File: config.mk
export PLATFORM = sky130hd
export DESIGN_NAME = pip_cla_sub
export DESIGN_NICKNAME = d
export VERILOG_FILES = /design/src/rtl/pip_cla_sub_pkg.sv /design/src/rtl/cla_group4.sv /design/src/rtl/pip_cla_sub.sv
export SDC_FILE = /design/constraint.sdc
export NUM_CORES = 1
export LEC_CHECK = 0
export ABC_AREA = 1
export BUFFER_PORTS_ARGS = -buffer_cell sky130_fd_sc_hd__clkbuf_2
export CAP_MARGIN = 5
export CORE_UTILIZATION = 61
export DETAILED_ROUTE_END_ITERATION = 10
export GPL_TIMING_DRIVEN = 0
export HOLD_SLACK_MARGIN = 0.06
export PLACE_DENSITY = 0.8
export SYNTH_ARGS = -nofsm -noshare
export SYNTH_HDL_FRONTEND = slang
export SYNTH_SLANG_ARGS = --single-unit
File: constraint.sdc
create_clock -name clk -period 11.72 [get_ports clk]
set_input_delay 1.758 -clock clk [delete_from_list [all_inputs] [get_ports clk]]
set_output_delay 1.758 -clock clk [all_outputs]
set_load 0.01 [all_outputs]
File: src/rtl/pip_cla_sub_pkg.sv
// Shared constants for the pipelined carry-lookahead subtractor.
//   CLA_WIDTH     : operand/result width
//   CLA_GROUP     : bits per lookahead group (fixed at 4)
//   CLA_NGRP      : number of lookahead groups, one resolved per stage
//   CLA_LAT       : total register stages from operand capture to result
//   CLA_OUT_STAGE : index of the output register stage
package pip_cla_sub_pkg;

  localparam int CLA_WIDTH     = 20;
  localparam int CLA_GROUP     = 4;
  localparam int CLA_NGRP      = CLA_WIDTH / CLA_GROUP;
  localparam int CLA_LAT       = CLA_NGRP + 3;
  localparam int CLA_OUT_STAGE = CLA_NGRP + 2;

endpackage

File: src/rtl/cla_group4.sv
// Combinational 4-bit carry-lookahead group.
//   p[3:0], g[3:0] : per-bit propagate / generate
//   cin            : group carry-in
//   c[2:0]         : carries into bits 1..3 of the group
//   grp_p, grp_g   : group propagate / generate
//   cout           : group carry-out
module cla_group4 (
  input  logic [3:0] p,
  input  logic [3:0] g,
  input  logic       cin,
  output logic [2:0] c,
  output logic       grp_p,
  output logic       grp_g,
  output logic       cout
);

  always_comb begin
    c[0]  = g[0] | (p[0] & cin);
    c[1]  = g[1] | (p[1] & g[0]) | (p[1] & p[0] & cin);
    c[2]  = g[2] | (p[2] & g[1]) | (p[2] & p[1] & g[0]) | (p[2] & p[1] & p[0] & cin);
    grp_p = &p;
    grp_g = g[3] | (p[3] & g[2]) | (p[3] & p[2] & g[1]) | (p[3] & p[2] & p[1] & g[0]);
    cout  = grp_g | (grp_p & cin);
  end

endmodule

File: src/rtl/pip_cla_sub.sv
// Pipelined carry-lookahead subtractor: d = a - b - bin, computed as
// a + ~b + ~bin with one 4-bit lookahead group resolved per stage.
//   clk, rst : clock, synchronous active-high reset
//   en       : pipeline advance (0 freezes every stage)
//   vin      : operands valid
//   a, b     : minuend, subtrahend
//   bin      : borrow-in
//   vout     : result valid
//   d        : difference modulo 2^WIDTH
//   bout     : borrow-out (a < b + bin, unsigned)
//   ovf      : signed overflow
module pip_cla_sub
  import pip_cla_sub_pkg::*;
#(
  parameter int WIDTH = CLA_WIDTH,
  parameter int GROUP = CLA_GROUP
) (
  input  logic             clk,
  input  logic             rst,
  input  logic             en,
  input  logic             vin,
  input  logic [WIDTH-1:0] a,
  input  logic [WIDTH-1:0] b,
  input  logic             bin,
  output logic             vout,
  output logic [WIDTH-1:0] d,
  output logic             bout,
  output logic             ovf
);

  localparam int NGRP = WIDTH / GROUP;
  // Last carry-resolution stage; the output register follows it.
  localparam int LAST = NGRP + 1;

  // Stage 0: raw operand capture.
  logic [WIDTH-1:0] a_reg;
  logic [WIDTH-1:0] b_reg;
  logic             bin_reg;
  logic             v0_reg;

  // Stages 1..LAST. c_reg[s][i] is the carry into bit i; bit 0 holds ~bin
  // and bit WIDTH the final carry-out. Bits of groups not yet resolved are 0.
  logic [WIDTH-1:0] p_reg    [1:LAST];
  logic [WIDTH-1:0] g_reg    [1:NGRP];
  logic [WIDTH:0]   c_reg    [1:LAST];
  logic             amsb_reg [1:LAST];
  logic             bmsb_reg [1:LAST];
  logic             v_reg    [1:LAST];

  // Carry vectors after each group resolves; entry s feeds stage s.
  logic [LAST:2][WIDTH:0] c_next_all;

  always_ff @(posedge clk) begin
    if (rst) begin
      v0_reg  <= 1'b0;
      a_reg   <= '0;
      b_reg   <= '0;
      bin_reg <= 1'b0;
    end else if (en) begin
      v0_reg  <= vin;
      a_reg   <= a;
      b_reg   <= b;
      bin_reg <= bin;
    end
  end

  generate
    for (genvar gi = 0; gi < NGRP; gi++) begin : g_grp
      logic [2:0]     c_int;
      logic           c_out;
      logic [WIDTH:0] c_nxt;

      // Group P/G are not needed here: each group's carry-in is already
      // resolved by the time its stage runs, so cout is used directly.
      cla_group4 u_grp (
        .p     (p_reg[gi+1][GROUP*gi +: GROUP]),
        .g     (g_reg[gi+1][GROUP*gi +: GROUP]),
        .cin   (c_reg[gi+1][GROUP*gi]),
        .c     (c_int),
        .grp_p (),
        .grp_g (),
        .cout  (c_out)
      );

      always_comb begin
        c_nxt                        = c_reg[gi+1];
        c_nxt[GROUP*gi+1 +: 3]       = c_int;
        c_nxt[GROUP*gi+GROUP]        = c_out;
      end

      assign c_next_all[gi+2] = c_nxt;
    end
  endgenerate

  always_ff @(posedge clk) begin
    if (rst) begin
      for (int s = 1; s <= LAST; s++) begin
        v_reg[s]    <= 1'b0;
        p_reg[s]    <= '0;
        c_reg[s]    <= '0;
        amsb_reg[s] <= 1'b0;
        bmsb_reg[s] <= 1'b0;
      end
      for (int s = 1; s <= NGRP; s++) begin
        g_reg[s] <= '0;
      end
    end else if (en) begin
      // Stage 1: subtract is add with inverted subtrahend and carry-in ~bin.
      v_reg[1]    <= v0_reg;
      p_reg[1]    <= a_reg ^ ~b_reg;
      g_reg[1]    <= a_reg & ~b_reg;
      c_reg[1]    <= {{WIDTH{1'b0}}, ~bin_reg};
      amsb_reg[1] <= a_reg[WIDTH-1];
      bmsb_reg[1] <= b_reg[WIDTH-1];
      // Stages 2..LAST: one group resolved per stage, everything else
      // delay-matched forward.
      for (int s = 2; s <= LAST; s++) begin
        v_reg[s]    <= v_reg[s-1];
        p_reg[s]    <= p_reg[s-1];
        c_reg[s]    <= c_next_all[s];
        amsb_reg[s] <= amsb_reg[s-1];
        bmsb_reg[s] <= bmsb_reg[s-1];
      end
      for (int s = 2; s <= NGRP; s++) begin
        g_reg[s] <= g_reg[s-1];
      end
    end
  end

  // Output stage. Results only update on valid slots so bubbles leave the
  // last result visible.
  logic [WIDTH-1:0] d_next;
  assign d_next = p_reg[LAST] ^ c_reg[LAST][WIDTH-1:0];

  always_ff @(posedge clk) begin
    if (rst) begin
      vout <= 1'b0;
      d    <= '0;
      bout <= 1'b0;
      ovf  <= 1'b0;
    end else if (en) begin
      vout <= v_reg[LAST];
      if (v_reg[LAST]) begin
        d    <= d_next;
        bout <= ~c_reg[LAST][WIDTH];
        ovf  <= (amsb_reg[LAST] != bmsb_reg[LAST]) &&
                (d_next[WIDTH-1] != amsb_reg[LAST]);
      end
    end
  end

endmodule

# == Word-level counts from Yosys, hierarchy flattened ==
# Memories as Yosys holds them, arrays and structs flattened.
# Cells that the tools add are included.
# word_totals
ff_bits,65
ram_bits,364
input_bits,45
output_inout_bits,23
memories,6
# op_classes
n_eq_ne,2
mux,40
bitwise_logic,166
reduce_logical,7
# memory_table
memory,depth,word_bits,rd,rd_clocked_by_memory_dff,write_ports,line,rtl
c_reg,6,21,6,0,6,pip_cla_sub.sv:45,logic [WIDTH:0] c_reg [1:LAST];
p_reg,6,20,6,0,6,pip_cla_sub.sv:43,logic [WIDTH-1:0] p_reg [1:LAST];
g_reg,5,20,5,0,5,pip_cla_sub.sv:44,logic [WIDTH-1:0] g_reg [1:NGRP];
amsb_reg,6,1,6,0,6,pip_cla_sub.sv:46,logic amsb_reg [1:LAST];
bmsb_reg,6,1,6,0,6,pip_cla_sub.sv:47,logic bmsb_reg [1:LAST];
v_reg,6,1,6,0,6,pip_cla_sub.sv:48,logic v_reg [1:LAST];
# op_table
cell,n
$mux W20,11
$mux W21,6
$or A1 B1 Y1,85
$and A1 B1 Y1,75
$xor A20 B20 Y20,2
$mux W1,23
$and A20 B20 Y20,1
$not A20 Y20,1
$reduce_and A4 Y1,5
$ne A1 B1 Y1,2
$not A1 Y1,2
$reduce_and A2 Y1,1
$logic_and A1 B1 Y1,1

# == Logic depth before layout (Yosys ltp) ==
# depth
word_depth,6
mapped_depth,6
mapped_depth_nobuf,6

# == Cells and area by module ==
# From an unflattened synthesis, not the netlist that was laid out.
# hier_totals
cells_unflattened,1229
hier_area_um2,13424.1
# by_module_without_submodules
module,instances,cells_per_inst,area_per_inst_um2
pip_cla_sub,1,1134,12923.6
cla_group4,5,19,100.1

# == Worst setup path before layout ==
# OpenSTA, ideal clock, no wires.
# synth_path
path_kind,in2reg
startpoint,input port en
endpoint,"register, netlist name amsb_reg[0][1]"
setup_time_ns,0.730
arrival_ns,9.190
required_time_ns,10.990
path_slack_ns,1.801
stages,3
cell_sequence,inv_1 -> nand2_1 -> clkbuf_1
# synth_rtl
item,line,rtl
from (decl),pip_cla_sub.sv:20,"input logic en,"

==> impl.org <==
** Timing
- Period utilization :: 31.7%
- Hold is met by 0.421 ns.
- Max-slew headroom at the worst pin :: 66.6%
- Setup repair after global routing missed its margin :: no
- Setup violations remaining at the end of the flow were counted as 0.
- Max Transition Viols Final :: 0
- The number of endpoints with negative hold slack in the final report is 0.
- Maximum frequency from static timing analysis :: 0.269 GHz
- The worst path needs 3.72 ns of the cycle, external delays included.
- Worst path setup slack after routing :: 8.00 ns
- For the final database, setup skew stands at 0.0232 ns.
- Actual slew at the worst max-slew pin :: 0.502 ns

** Floorplan
- In this run the horizontal extent of the chip is 147 µm.
- Starting utilization of the core area :: 63.0%
- DIE AREA :: 21,700 µm²
- For this design the top-level I/O count stands at 68.
- Num rows :: 52
- Measured along the y axis, the die boundary spans 147 µm.
- Placeable Area :: 20,400 µm²

** Routing
- In the routed layout, each cell is associated on average with a via count of 4.76.
- For this run, design rule violations remaining after detail routing come to 0.
- Length of routed met2 wiring :: 11,000 µm
- Length of routed wiring on met1 :: 8460 µm
- Highest Signal Layer :: met4
- The pre-antenna-repair detailed-routing pass consisted of 5 iterations.
- First-iteration detailed-routing DRC count :: 496
- Summed over all layers, the routed wires come to 20,900 µm.
- The detailed router placed 7,417 vias in this run.
- The routed design uses 1010 µm of met3 wire.
- Routed length per instance :: 13.4 µm
- The count of nets left with antenna violations once routing finished came out at 0.

** Power and ir drop
- For this design the static power due to leakage is 6.23 nW.
- The internal portion of the total power is 2.04 mW.
- IR analysis of the VDD net gives a maximum drop of 109 µV.
- The share of total power dissipated in combinational logic is 5.4%.
- Portion of total power attributed to the clock network :: 41.8%
- Summed over all nets, the switching power comes to 0.545 mW.
- Switching part of the total power :: 21.1%
- For this design the ratio of total power to cell area is 175 nW/µm².
- Of the total power, registers draw 52.8%.

** CTS
- Quantity of hold-fixing buffers added after cts :: 0
- Clock latency on the worst-skew pair, taken at its later pin, is 0.51 ns.
- Count of clock tree sinks :: 329
- Setup bufs post-CTS :: 0
- Clock tree synthesis inserted a total of 34 buffers.
- After clock tree synthesis, the clock-pin slew on the worst setup and hold paths is 0.07 ns.
- In this run the deepest clock path goes through 3 buffers.
- The tree is rooted in a sky130_fd_sc_hd__clkbuf_16.
- CTS resizes :: 0
- CTS built an H-tree with a depth of 2.
- TritonCTS built the clock tree.

** Critical path
- Kind of launch point of the worst setup path :: input port
- STA classifies the critical path endpoint as a register.
- List of cells traversed by the critical path :: clkbuf_2 > inv_2 > nand2_1 > clkbuf_4 > buf_16 > buf_16 > buf_16
- Timing startpoint of the critical path :: rst
- Delay of the slowest critical-path stage :: 0.50 ns
- The worst setup path is of the in2reg kind.
- CP Capture Point :: p_reg[0][60]$_SDFFCE_PN0P_
- STA puts the critical path data arrival time at 3.88 ns.
- Along the worst path, the maximum fanout reaches 73.
- In this run the critical register-to-register path is launched from v_reg[0][6]$_DFFE_PP_.
- Cell type of the slowest stage on the worst timing path :: sky130_fd_sc_hd__clkbuf_4
- Required time of the critical path :: 11.88 ns
- The most numerous cell type found on the critical path is sky130_fd_sc_hd__buf_16.
- Across all register-to-register paths, the minimum setup slack is 10.43 ns.
- For the worst flop-to-flop path, the logic depth is 5.
- Worst r2r dst :: d[13]$_SDFFE_PP0P_

** Placement
- Final HPWL from detailed placement :: 13,400 µm
- In this run the tool buffered the top-level ports with 67 buffer cells.
- Final estimated routing congestion in global placement :: 0.803
- Pre-CTS setup slack :: 7.47 ns
- Standard cell area after detailed placement :: 13,700 µm²
- Once placement completed, the tool counted placed cells totaling 1,497.

** Synth
- After synthesis the cells add up to 12,900 µm².
- In the synthesized netlist, the number of instances is 1,156.
- Post-synthesis cell type count :: 17
- Total nets after synthesis :: 1,221
- Count of warnings emitted by yosys :: 0
- Summing the sequential cell areas from Yosys gives 71.7% of the chip area.
- Number of synthesized register bits :: 329
- Averaged over all synthesized cells, the footprint is 11.1 µm².

** Final layout
- Final cell area excluding filler cells :: 14,800 µm²
- Most used cells in the layout excluding fill and tap cells :: sky130_fd_sc_hd__inv_1 (273), sky130_fd_sc_hd__edfxtp_1 (264), sky130_fd_sc_hd__nor2_1 (247), sky130_fd_sc_hd__nand2_1 (95), sky130_fd_sc_hd__clkbuf_2 (67)
- Number of flip-flops in the largest register :: 120
- Net count, final :: 1,328
- Count of antenna diodes in the layout :: 0
- Leaving out fill and tap cells, the most frequent cell in the layout is sky130_fd_sc_hd__inv_1.
- Relative to the synthesized area, the layout overhead comes to 14.8%.
- Layout cells sized above 1 :: 12.7%
- Number of standard cells in the layout, taps in and fillers out :: 1,558
- The layout has 1,360 filler cells.

** GRT
- For this run, the total global-route usage over all layers was measured as 20.1%.
- Antenna violations before repair :: 0
- Entering global routing, the biggest net connects 74 pins.
- First-pass GRT wire length :: 33,900 µm
- The number of global-route vias before repair came to 7,163.
- For this run the aggregate overflow at the end of global routing stands at 0.

** Hold path
- In this run the most critical hold path is launched from c_reg[0][146]$_SDFFCE_PN0P_.
- Along the worst hold path, the cell count comes to 1.
- In this run the worst hold path is classified as reg2reg.

** Status
- Run status :: finished clean

** Flow run
- Max-cap violations in this run came to 0.
[final cells by class]
type / count / area, µm² / share of cell area (%)
Buffer: 44 / 277 / 1.87
Clock buffer: 45 / 932 / 6.31
Clock inverter: 16 / 198 / 1.34
Inverter: 276 / 1040 / 7.01
Multi-Input combinational cell: 507 / 2330 / 15.8
Sequential cell: 329 / 9230 / 62.4
Tap cell: 270 / 338 / 2.29
Timing Repair Buffer: 71 / 438 / 2.96
[cell families after synthesis]
kind of cell    after synthesis  synth area share, %
compound gates              110                 4.28
flops                       329                 71.7
buf+inv                     320                 10.2
simple gates                358                 10.6
fa+ha+maj                    20                 1.94
xor+xnor                     19                 1.29
[routing by layer]
| layer | track usage, % | vias to the layer above |
|---|---|---|
| met5 | 0 | - |
| met4 | 6.70 | 0 |
| met3 | 3.91 | 35 |
| met2 | 37.0 | 192 |
| met1 | 23.5 | 3362 |
| li1 | - | 3828 |
[per-stage QoR]
| step | utilization, % | total power [mW] | setup TNS [ns] |
|---|---|---|---|
| finish | 72.4 | 2.58 | 0 |
| global route | 72.4 | 2.67 | 0 |
| CTS | 72.4 | 2.60 | 0 |
| detailed placement | 66.8 | 1.53 | 0 |
| global placement | 66.3 | 1.53 | -231.57 |
| floorplan | - | 1.49 | 0 |
[worst min path at each step]
| stage | to | slack (ns) |
|---|---|---|
| 2_1_floorplan | bout$_SDFFE_PP0P_ | 0.40 |
| 3_3_place_gp | bout$_SDFFE_PP0P_ | 0.41 |
| 3_5_place_dp | bout$_SDFFE_PP0P_ | 0.41 |
| 4_1_cts | bout$_SDFFE_PP0P_ | 0.42 |
| 5_1_grt | bout$_SDFFE_PP0P_ | 0.47 |
| 6_report | bout$_SDFFE_PP0P_ | 0.42 |
[critical path, delay by kind of cell]
| family | cells | cell delay (ns) |
|---|---|---|
| buf+inv | 6 | 1.85 |
| simple gates | 1 | 0.20 |
[cells in the mapped netlist (all sizes together)]
master  number  area (µm²)
nand3       13        65.1
xnor2       19         166
nor2       249         940
inv        276        1040
o21ai       48         240
buf         36         243
edfxtp     264        7930
a21oi       62         310
ha          20         250
nand2       96         363
dfxtp       65        1300
clkbuf       8        30.0
[power groups by stage]
stage	clock network [mW]	logic [mW]	registers, mW
after floorplan	0	0.0916	1.40
after global placement	0	0.128	1.40
after detailed placement	0	0.138	1.39
after CTS	1.10	0.141	1.36
after global routing	1.14	0.160	1.37
final	1.08	0.139	1.36
Power figures use the tool's default switching activity.
